`src/rtl/idiv.sv`:
```
// Iterative 2W-by-W divider with an unsigned or signed mode per operation.
// It produces one quotient bit per clock using restoring shift-subtract, then applies a sign fixup.
module idiv #(
    parameter int WIDTH = 16
) (
    input  logic                 clk,
    input  logic                 arstn,
    input  logic                 go,
    input  logic                 sgn,
    input  logic [2*WIDTH-1:0]   dividend,
    input  logic [WIDTH-1:0]     divisor,
    output logic                 busy,
    output logic                 done,
    output logic [WIDTH-1:0]     quot,
    output logic [WIDTH-1:0]     rem,
    output logic                 overflow,
    output logic                 divzero,
    output logic [1:0]           o_dbg_state
);
    // Handshake: go is taken on a rising edge only while busy=0 (IDLE or DONE).
    // done pulses for one cycle after the result lands, and the results hold until the next accepted go.
    localparam int CW = $clog2(WIDTH);

    typedef enum logic [1:0] {
        S_IDLE  = 2'd0,
        S_ITER  = 2'd1,
        S_FIXUP = 2'd2,
        S_DONE  = 2'd3
    } state_t;

    state_t               r_state;
    state_t               w_state_nxt;
    logic [WIDTH-1:0]     r_quot;
    logic [WIDTH-1:0]     r_rem;
    logic [WIDTH-1:0]     r_div;
    logic [CW-1:0]        r_cnt;
    logic                 r_sgn;
    logic                 r_qsign;
    logic                 r_rsign;
    logic                 r_ovf;
    logic                 r_dz;

    logic                 w_dvd_neg;
    logic                 w_dvs_neg;
    logic [2*WIDTH-1:0]   w_dvd_mag;
    logic [WIDTH-1:0]     w_dvs_mag;
    logic                 w_dz;
    logic                 w_pre_ovf;
    logic                 w_pre_fail;
    logic                 w_accept;
    logic [WIDTH:0]       w_trial;
    logic                 w_sub;
    logic                 w_range_ovf;

    assign w_dvd_neg  = sgn & dividend[2*WIDTH-1];
    assign w_dvs_neg  = sgn & divisor[WIDTH-1];
    assign w_dvd_mag  = w_dvd_neg ? -dividend : dividend;
    assign w_dvs_mag  = w_dvs_neg ? -divisor : divisor;
    assign w_dz       = (divisor == '0);
    assign w_pre_ovf  = (w_dvd_mag[2*WIDTH-1:WIDTH] >= w_dvs_mag);
    assign w_pre_fail = w_dz | w_pre_ovf;
    assign w_accept   = go & ((r_state == S_IDLE) | (r_state == S_DONE));

    // If rem[W-1] is set, the shifted partial remainder exceeds 2^W, so the subtract always fits.
    assign w_trial = {1'b0, r_rem[WIDTH-2:0], r_quot[WIDTH-1]} - {1'b0, r_div};
    assign w_sub   = ~w_trial[WIDTH] | r_rem[WIDTH-1];

    // Signed limits on the magnitude: a positive result must be <= 2^(W-1)-1, a negative one <= 2^(W-1).
    assign w_range_ovf = r_sgn & (r_qsign ? (r_quot[WIDTH-1] & (|r_quot[WIDTH-2:0]))
                                          : r_quot[WIDTH-1]);

    always_ff @(posedge clk or negedge arstn) begin
        if (!arstn) begin
            r_state <= S_IDLE;
        end else begin
            r_state <= w_state_nxt;
        end
    end

    always_comb begin
        w_state_nxt = r_state;
        case (r_state)
            S_IDLE, S_DONE: begin
                if (w_accept) begin
                    w_state_nxt = w_pre_fail ? S_DONE : S_ITER;
                end else begin
                    w_state_nxt = S_IDLE;
                end
            end
            S_ITER: begin
                if (r_cnt == '0) begin
                    w_state_nxt = S_FIXUP;
                end
            end
            S_FIXUP: w_state_nxt = S_DONE;
            default: w_state_nxt = S_IDLE;
        endcase
    end

    always_comb begin
        busy        = (r_state == S_ITER) | (r_state == S_FIXUP);
        done        = (r_state == S_DONE);
        o_dbg_state = r_state;
    end

    always_ff @(posedge clk or negedge arstn) begin
        if (!arstn) begin
            r_quot  <= '0;
            r_rem   <= '0;
            r_div   <= '0;
            r_cnt   <= '0;
            r_sgn   <= 1'b0;
            r_qsign <= 1'b0;
            r_rsign <= 1'b0;
            r_ovf   <= 1'b0;
            r_dz    <= 1'b0;
        end else begin
            case (r_state)
                S_IDLE, S_DONE: begin
                    if (w_accept) begin
                        r_sgn <= sgn;
                        if (w_pre_fail) begin
                            r_quot <= '1;
                            r_rem  <= '1;
                            r_ovf  <= 1'b1;
                            r_dz   <= w_dz;
                        end else begin
                            r_rem   <= w_dvd_mag[2*WIDTH-1:WIDTH];
                            r_quot  <= w_dvd_mag[WIDTH-1:0];
                            r_div   <= w_dvs_mag;
                            r_cnt   <= CW'(WIDTH - 1);
                            r_qsign <= w_dvd_neg ^ w_dvs_neg;
                            r_rsign <= w_dvd_neg;
                            r_ovf   <= 1'b0;
                            r_dz    <= 1'b0;
                        end
                    end
                end
                S_ITER: begin
                    r_rem  <= w_sub ? w_trial[WIDTH-1:0] : {r_rem[WIDTH-2:0], r_quot[WIDTH-1]};
                    r_quot <= {r_quot[WIDTH-2:0], w_sub};
                    r_cnt  <= r_cnt - CW'(1);
                end
                S_FIXUP: begin
                    if (w_range_ovf) begin
                        r_quot <= '1;
                        r_rem  <= '1;
                        r_ovf  <= 1'b1;
                    end else begin
                        r_quot <= r_qsign ? -r_quot : r_quot;
                        r_rem  <= r_rsign ? -r_rem : r_rem;
                    end
                end
                default: ;
            endcase
        end
    end

    assign quot     = r_quot;
    assign rem      = r_rem;
    assign overflow = r_ovf;
    assign divzero  = r_dz;

endmodule

```
`config.mk`:
```
export PLATFORM = sky130hd
export DESIGN_NAME = idiv
export DESIGN_NICKNAME = d
export VERILOG_FILES = /design/src/rtl/idiv.sv
export SDC_FILE = /design/constraint.sdc
export NUM_CORES = 1
export LEC_CHECK = 0
export ABC_CLOCK_PERIOD_IN_PS = 3400
export CORE_MARGIN = 1
export CORE_UTILIZATION = 46
export CTS_BUF_LIST = sky130_fd_sc_hd__clkbuf_16
export DETAILED_ROUTE_END_ITERATION = 7
export GPL_TIMING_DRIVEN = 0
export HOLD_SLACK_MARGIN = 0.08
export PLACE_DENSITY = 0.73
export SYNTH_ARGS = -nofsm -noshare
export SYNTH_HDL_FRONTEND = slang
export SYNTH_SLANG_ARGS = --single-unit
```
`constraint.sdc`:
```
create_clock -name clk -period 3.4 [get_ports clk]
set_clock_uncertainty 0.2 [all_clocks]
set_input_delay 0.68 -clock clk [delete_from_list [all_inputs] [get_ports clk]]
set_output_delay 0.68 -clock clk [all_outputs]
set_load 0.005 [all_outputs]
```
# After elaboration in Yosys (flattened, before gate mapping)
# Index checks and enable logic that the tools add are counted.
[totals]
regBits = 59
[classes]
bitwise_logic = 12
muxes = 26
n_reduce_logical = 13
n_lt_le_gt_ge = 1
n_eq_ne = 9
addsub = 6
[ops]
columns = ["op", "count"]
rows = [
  ["16-bit two-way mux", 10],
  ["16-bit case mux with 3 select lines", 2],
  ["16-bit negation", 3],
  ["32-bit two-way mux", 1],
  ["32-bit negation", 1],
  ["16-bit by 16-bit subtractor with 17-bit output", 1],
  ["16-bit greater-or-equal comparator", 1],
  ["16-bit logical NOT", 1],
  ["15-bit OR reduction", 1],
  ["3-bit AND reduction", 3],
  ["4-bit two-way mux", 2],
  ["2-bit inequality test, second input constant", 4],
  ["4-bit case mux with 2 select lines", 1],
  ["2-bit two-way mux", 3],
  ["3-bit inequality test, second input constant", 2],
  ["2-bit case mux with 3 select lines", 1],
  ["2-bit AND reduction", 3],
  ["1-bit AND", 5],
  ["1-bit two-way mux", 5],
  ["2-bit == test, second input constant", 2],
  ["4-bit logical NOT", 1],
  ["1-bit OR", 4],
  ["2-bit nonzero test", 2],
  ["4-bit by 1-bit subtractor with 4-bit output, second input constant", 1],
  ["6 further kinds", 7],
]

# Longest topological paths before layout
[logic_depth]
word_depth = 7
mapped_depth = 17
depth_no_buf = 16

# Worst setup path before layout
# OpenSTA, ideal clock, no wires.
[synth_timing]
kind = "input to register"
from = "input dividend[21]"
to = "register r_quot[11], in the netlist quot[11]"
required_ns = 3.068
cell_stages = 15
path_slack_ns = -1.147
arrival_time_ns = 4.215
path_cell_list = "or4_4 > or3_4 > or3_4 > nor4_1 > a21oi_1 > xor2_1 > ha_1 > a21o_1 > a21oi_1 > o221ai_1 > a211oi_1 > clkbuf_1 > a21oi_1 > a2111oi_0 > nor2_1"
[synth_between]
elab_chain_cells = 7
[synth_lines]
columns = ["item", "line_no", "rtl"]
rows = [
  ["from (decl)", "10", "input logic [2*WIDTH-1:0] dividend,"],
  ["32-bit negation", "57", "assign w_dvd_mag = w_dvd_neg ? -dividend : dividend;"],
  ["32-bit two-way mux *", "57", ""],
  ["16-bit greater-or-equal comparator *", "60", "assign w_pre_ovf = (w_dvd_mag[2*WIDTH-1:WIDTH] >= w_dvs_mag);"],
  ["1-bit OR *", "61", "assign w_pre_fail = w_dz | w_pre_ovf;"],
  ["16-bit two-way mux *", "122", "if (w_pre_fail) begin"],
  ["16-bit two-way mux *", "120", "if (w_accept) begin"],
  ["16-bit case mux with 3 select lines *", "118", "case (r_state)"],
  ["to (signal assigned)", "129", "r_quot <= w_dvd_mag[WIDTH-1:0];"],
  ["to (signal assigned)", "141", "r_quot <= {r_quot[WIDTH-2:0], w_sub};"],
  ["to (signal assigned)", "150", "r_quot <= r_qsign ? -r_quot : r_quot;"],
  ["to (decl)", "33", "logic [WIDTH-1:0] r_quot;"],
]
# Mark *: on every way between the ends. The rest lies on a longest branch, timed or not. The select of a mux whose other input is x is not followed.
# A chain may end at the register's enable or synchronous reset.

# Worst setup path in the final report
[layout_timing]
from = "input dividend[19]"
to = "register r_rem[3], in the netlist rem[3]"
[layout_between]
elab_chain_cells = 7
[layout_lines]
columns = ["item", "line_no", "rtl"]
rows = [
  ["32-bit negation", "57", ""],
  ["32-bit two-way mux *", "57", ""],
  ["16-bit greater-or-equal comparator", "60", ""],
  ["1-bit OR", "61", ""],
  ["16-bit two-way mux *", "122", ""],
  ["16-bit two-way mux *", "120", ""],
  ["16-bit case mux with 3 select lines *", "118", ""],
  ["to (signal assigned)", "128", "r_rem <= w_dvd_mag[2*WIDTH-1:WIDTH];"],
  ["to (signal assigned)", "140", "r_rem <= w_sub ? w_trial[WIDTH-1:0] : {r_rem[WIDTH-2:0], r_quot[WIDTH-1]};"],
  ["to (signal assigned)", "151", "r_rem <= r_rsign ? -r_rem : r_rem;"],
  ["to (decl)", "34", "logic [WIDTH-1:0] r_rem;"],
]
# Marked as above.

==> results.cfg <==
[run_status]
status = finished, violations left
violations = negative setup slack

[synth]
ys_types = 71
synth.area.top_cells = dfrtp_1, ha_1, xnor2_1, nand2_1, a21oi_1
yosys.area.top_type_share_pct = 25.4
avgSynthCellArea_um2 = 7.82
syn_inst = 744
ys_ff_latch = 59
netlist_area_um2 = 5820
synth_edf_count = 0
synth.largest_area_cell = dfrtp_1
synth_ff_type = dfrtp_1
ys_seq_area_share_pct = 25.4
syn-num-nets = 837
async_flop_share_pct = 100
yosysWarnings = 0

[die]
die_w_um = 114
start_util_pct = 47.8
design.portCount = 90
dieArea_um2 = 13100
rows = 40
die_h_um = 114
coreArea_um2 = 12200

[detailed_routing]
vias = 6654
ant_nets = 0
drc_errors = 0
totalWireLength_mm = 22.2
routed_via_density = 6.20
wl_per_cell_um = 20.7
dr.pass1.iters = 6
drtIter0Drc = 753

[timing]
drv_slew = 0
rsz0062_at_grt = true
slew_headroom_pct = 30.9
fin_ws_ns = -0.992
worst_slew_pin_slew_ns = 1.04
fin_crit_ns = 4.39
timing.final.crit_share_pct = 129
finalHoldViolations = 0
setup_viol = 57
max_freq_mhz = 228

[critical_path]
end_kind = flop
cp_num_buf_inv = 2
criticalPathCategory = in -> reg
worstPathMaxFanout = 5
cp.arrival_ns = 4.42
start_kind = primary input
cp_top_family = simple AND/OR/NAND/NOR gates
cp.required_ns = 3.43
crit_chain = buf_8 > or4_4 > or3_4 > or3_4 > nor4_4 > a21oi_2 > xor2_2 > ha_1 > a21o_1 > a21oi_2 > o221ai_4 > a211oi_4 > buf_6 > nand2_8 > o22ai_2 > o211ai_1 > o21a_1
max_stage_delay_ns = 0.52
slowest_stage = or4_4

[global_routing]
track_usage_pct = 32.4
grt_pass1_wl_mm = 32.7
overflow = 0
grt_max_degree = 36
antenna_found_initial = 0
grt_pass1_vias = 6183

[final_layout]
final_core_util_pct = 70.8
fin_nets = 993
num-fill-cells = 909
finalNonFillerCells = 1073
layout-drive-gt1-share_pct = 25.9
areaGrowthSynthToFinish_pct = 48.0
diodes = 0

[placed_design]
gp_congestion = 0.925
dpl_worst_slack_ns = -2.32
dp_hpwl_mm = 15.0
dp.cells = 1002
port-buffer-count = 89

[clock_tree]
clock-sinks = 59
cts_root_buf = clkbuf_16
htree_levels = 3
cts_buffer_depth = 2
numCtsBuffers = 9
clk_pin_slew_ns = 0.06
clkLatencyLatePin_ns = 0.34
cts_tree = yes

[pwr]
switchingPower_w = 0.00450
p_seq_share_pct = 18.0
power.leakage_nw = 3.43
clkPwrFrac_pct = 10.8
vdd_ir_drop_max_uv = 406
powerDensity_nw_per_um2 = 1050
internal-power_w = 0.00452
combinationalPowerShare_pct = 71.2
swShare_pct = 49.9

[min_path]
hold_class = in -> async

[job]
cap_violations = 0
-- cells by family (layout without fill, tap and decap cells) --
kind of cell	count (synthesis)	in the layout	share of synthesized area, %
buf+inv	79	239	5.23
mux	10	10	1.85
xor+xnor	73	73	11.0
fa+ha+maj	41	41	8.95
simple gates	228	229	19.3
compound gates	254	254	28.2
flops	59	59	25.4
-- Yosys cell counts, drive strengths merged (2+ instances only) --
master / count
o22ai: 3
nand2b: 7
nor4: 14
o221ai: 2
xnor2: 41
mux2i: 4
a221oi: 7
nor2b: 3
or4: 7
a311o: 2
a31o: 4
a21o: 11
mux2: 6
nand3: 11
and2: 8
xor2: 32
a221o: 3
o22a: 3
ha: 40
dfrtp: 59
a211o: 2
o21ai: 77
a21oi: 58
a211oi: 8
a2111oi: 3
nand2: 83
o32a: 3
buf: 4
nor3b: 3
o21a: 10
o41ai: 5
nand4: 4
a31oi: 21
nand3b: 4
clkbuf: 29
o31ai: 13
inv: 45
nor3: 15
o211ai: 10
or3: 3
nor2: 61
-- worst reg2reg max path, stage by stage (launching register included) --
cell,delay [ns]
dfrtp_1,0.45
inv_1,0.11
ha_1,0.20
inv_1,0.07
fa_1,0.42
a211oi_1,0.32
o211ai_1,0.20
a211oi_1,0.45
a31oi_1,0.28
buf_2,0.29
buf_2,0.24
o21ai_0,0.19
a21oi_1,0.06
o32a_1,0.28
-- cell type report --
cell class	count	area, µm²	area share (%)
buffer	31	205	2.38
clock buffer	9	225	2.62
tap	168	210	2.44
multi-input combinational	607	4860	56.4
inverter	46	174	2.02
sequential	59	1480	17.1
timing repair buffer	146	1380	16.0
clock inverter	7	83.8	0.974
-- path summary, 6_finish.rpt --
kind,startpoint,to,slack [ns],cells past startpoint
max,dividend[19],rem[3]$_DFFE_PN0P_,-0.99,17
min reg2reg,r_div[0]$_DFFE_PN0P_,r_div[0]$_DFFE_PN0P_,0.31,2
max reg2reg,quot[15]$_DFFE_PN0P_,rem[9]$_DFFE_PN0P_,-0.49,13
min in group clk,r_div[0]$_DFFE_PN0P_,r_div[0]$_DFFE_PN0P_,0.31,2
max in group asynchronous,arstn,quot[5]$_DFFE_PN0P_,2.11,2
min,arstn,r_div[9]$_DFFE_PN0P_,0.24,1
-- stage by stage --
step | setup TNS [ns] | power [W] | hold slack, ns | area, µm²
final | -50.66 | 0.00902 | 0.244 | 8610
after global routing | -57.07 | 0.00955 | 0.306 | 8610
after CTS | -55.62 | 0.00826 | 0.274 | 8030
after detailed placement | -116.01 | 0.00681 | 0.273 | 6980
after global placement | -139.39 | 0.00668 | 0.269 | 6970
after floorplan | -44.43 | 0.00506 | 0.184 | 5870
-- routing by layer --
metal / share of wire, % / vias up / global-route usage, % / wire (µm)
met2: 47 / 366 / 51.2 / 10400
li1: - / 3037 / - / -
met4: 2.5 / 0 / 10.6 / 550
met1: 42 / 3196 / 44.0 / 9300
met3: 8.5 / 55 / 7.25 / 1890
met5: 0 / - / 0 / 0
-- flip-flops by register name, summed over array words and instances (netlist names) --
register     count
r_sgn            1
r_rsign          1
o_dbg_state      2
quot            16
r_div           16
r_qsign          1
rem             16
r_cnt            4
divzero          1
overflow         1
-- power groups by stage --
stage               registers [W]  logic (W)  clock network (W)
floorplan                 0.00144    0.00363                  0
global placement          0.00155    0.00513                  0
detailed placement        0.00156    0.00524                  0
CTS                       0.00157    0.00573           0.000967
global route              0.00166    0.00689            0.00100
finish                    0.00163    0.00642           0.000973
-- layout by cell type (no fill, tap or decap), types with 26 or more instances in the layout --
cell             count
clkdlybuf4s50_1     75
nand2_1             62
dfrtp_1             59
nor2_1              53
a21oi_1             51
inv_1               46
buf_4               43
ha_1                39
xnor2_1             30
xor2_1              30
o21ai_1             27
o21ai_0             26
-- timing repair --
item / 4_1_cts / 5_1_grt
cloned: 6 / 0
setup buffers: 26 / 25
endpoints found under the setup margin: 57 / 57
hold buffers: 0 / 0
pin swaps: 60 / 68
gates resized for setup: 153 / 95
Note: power is estimated with default switching activity, not from simulation.
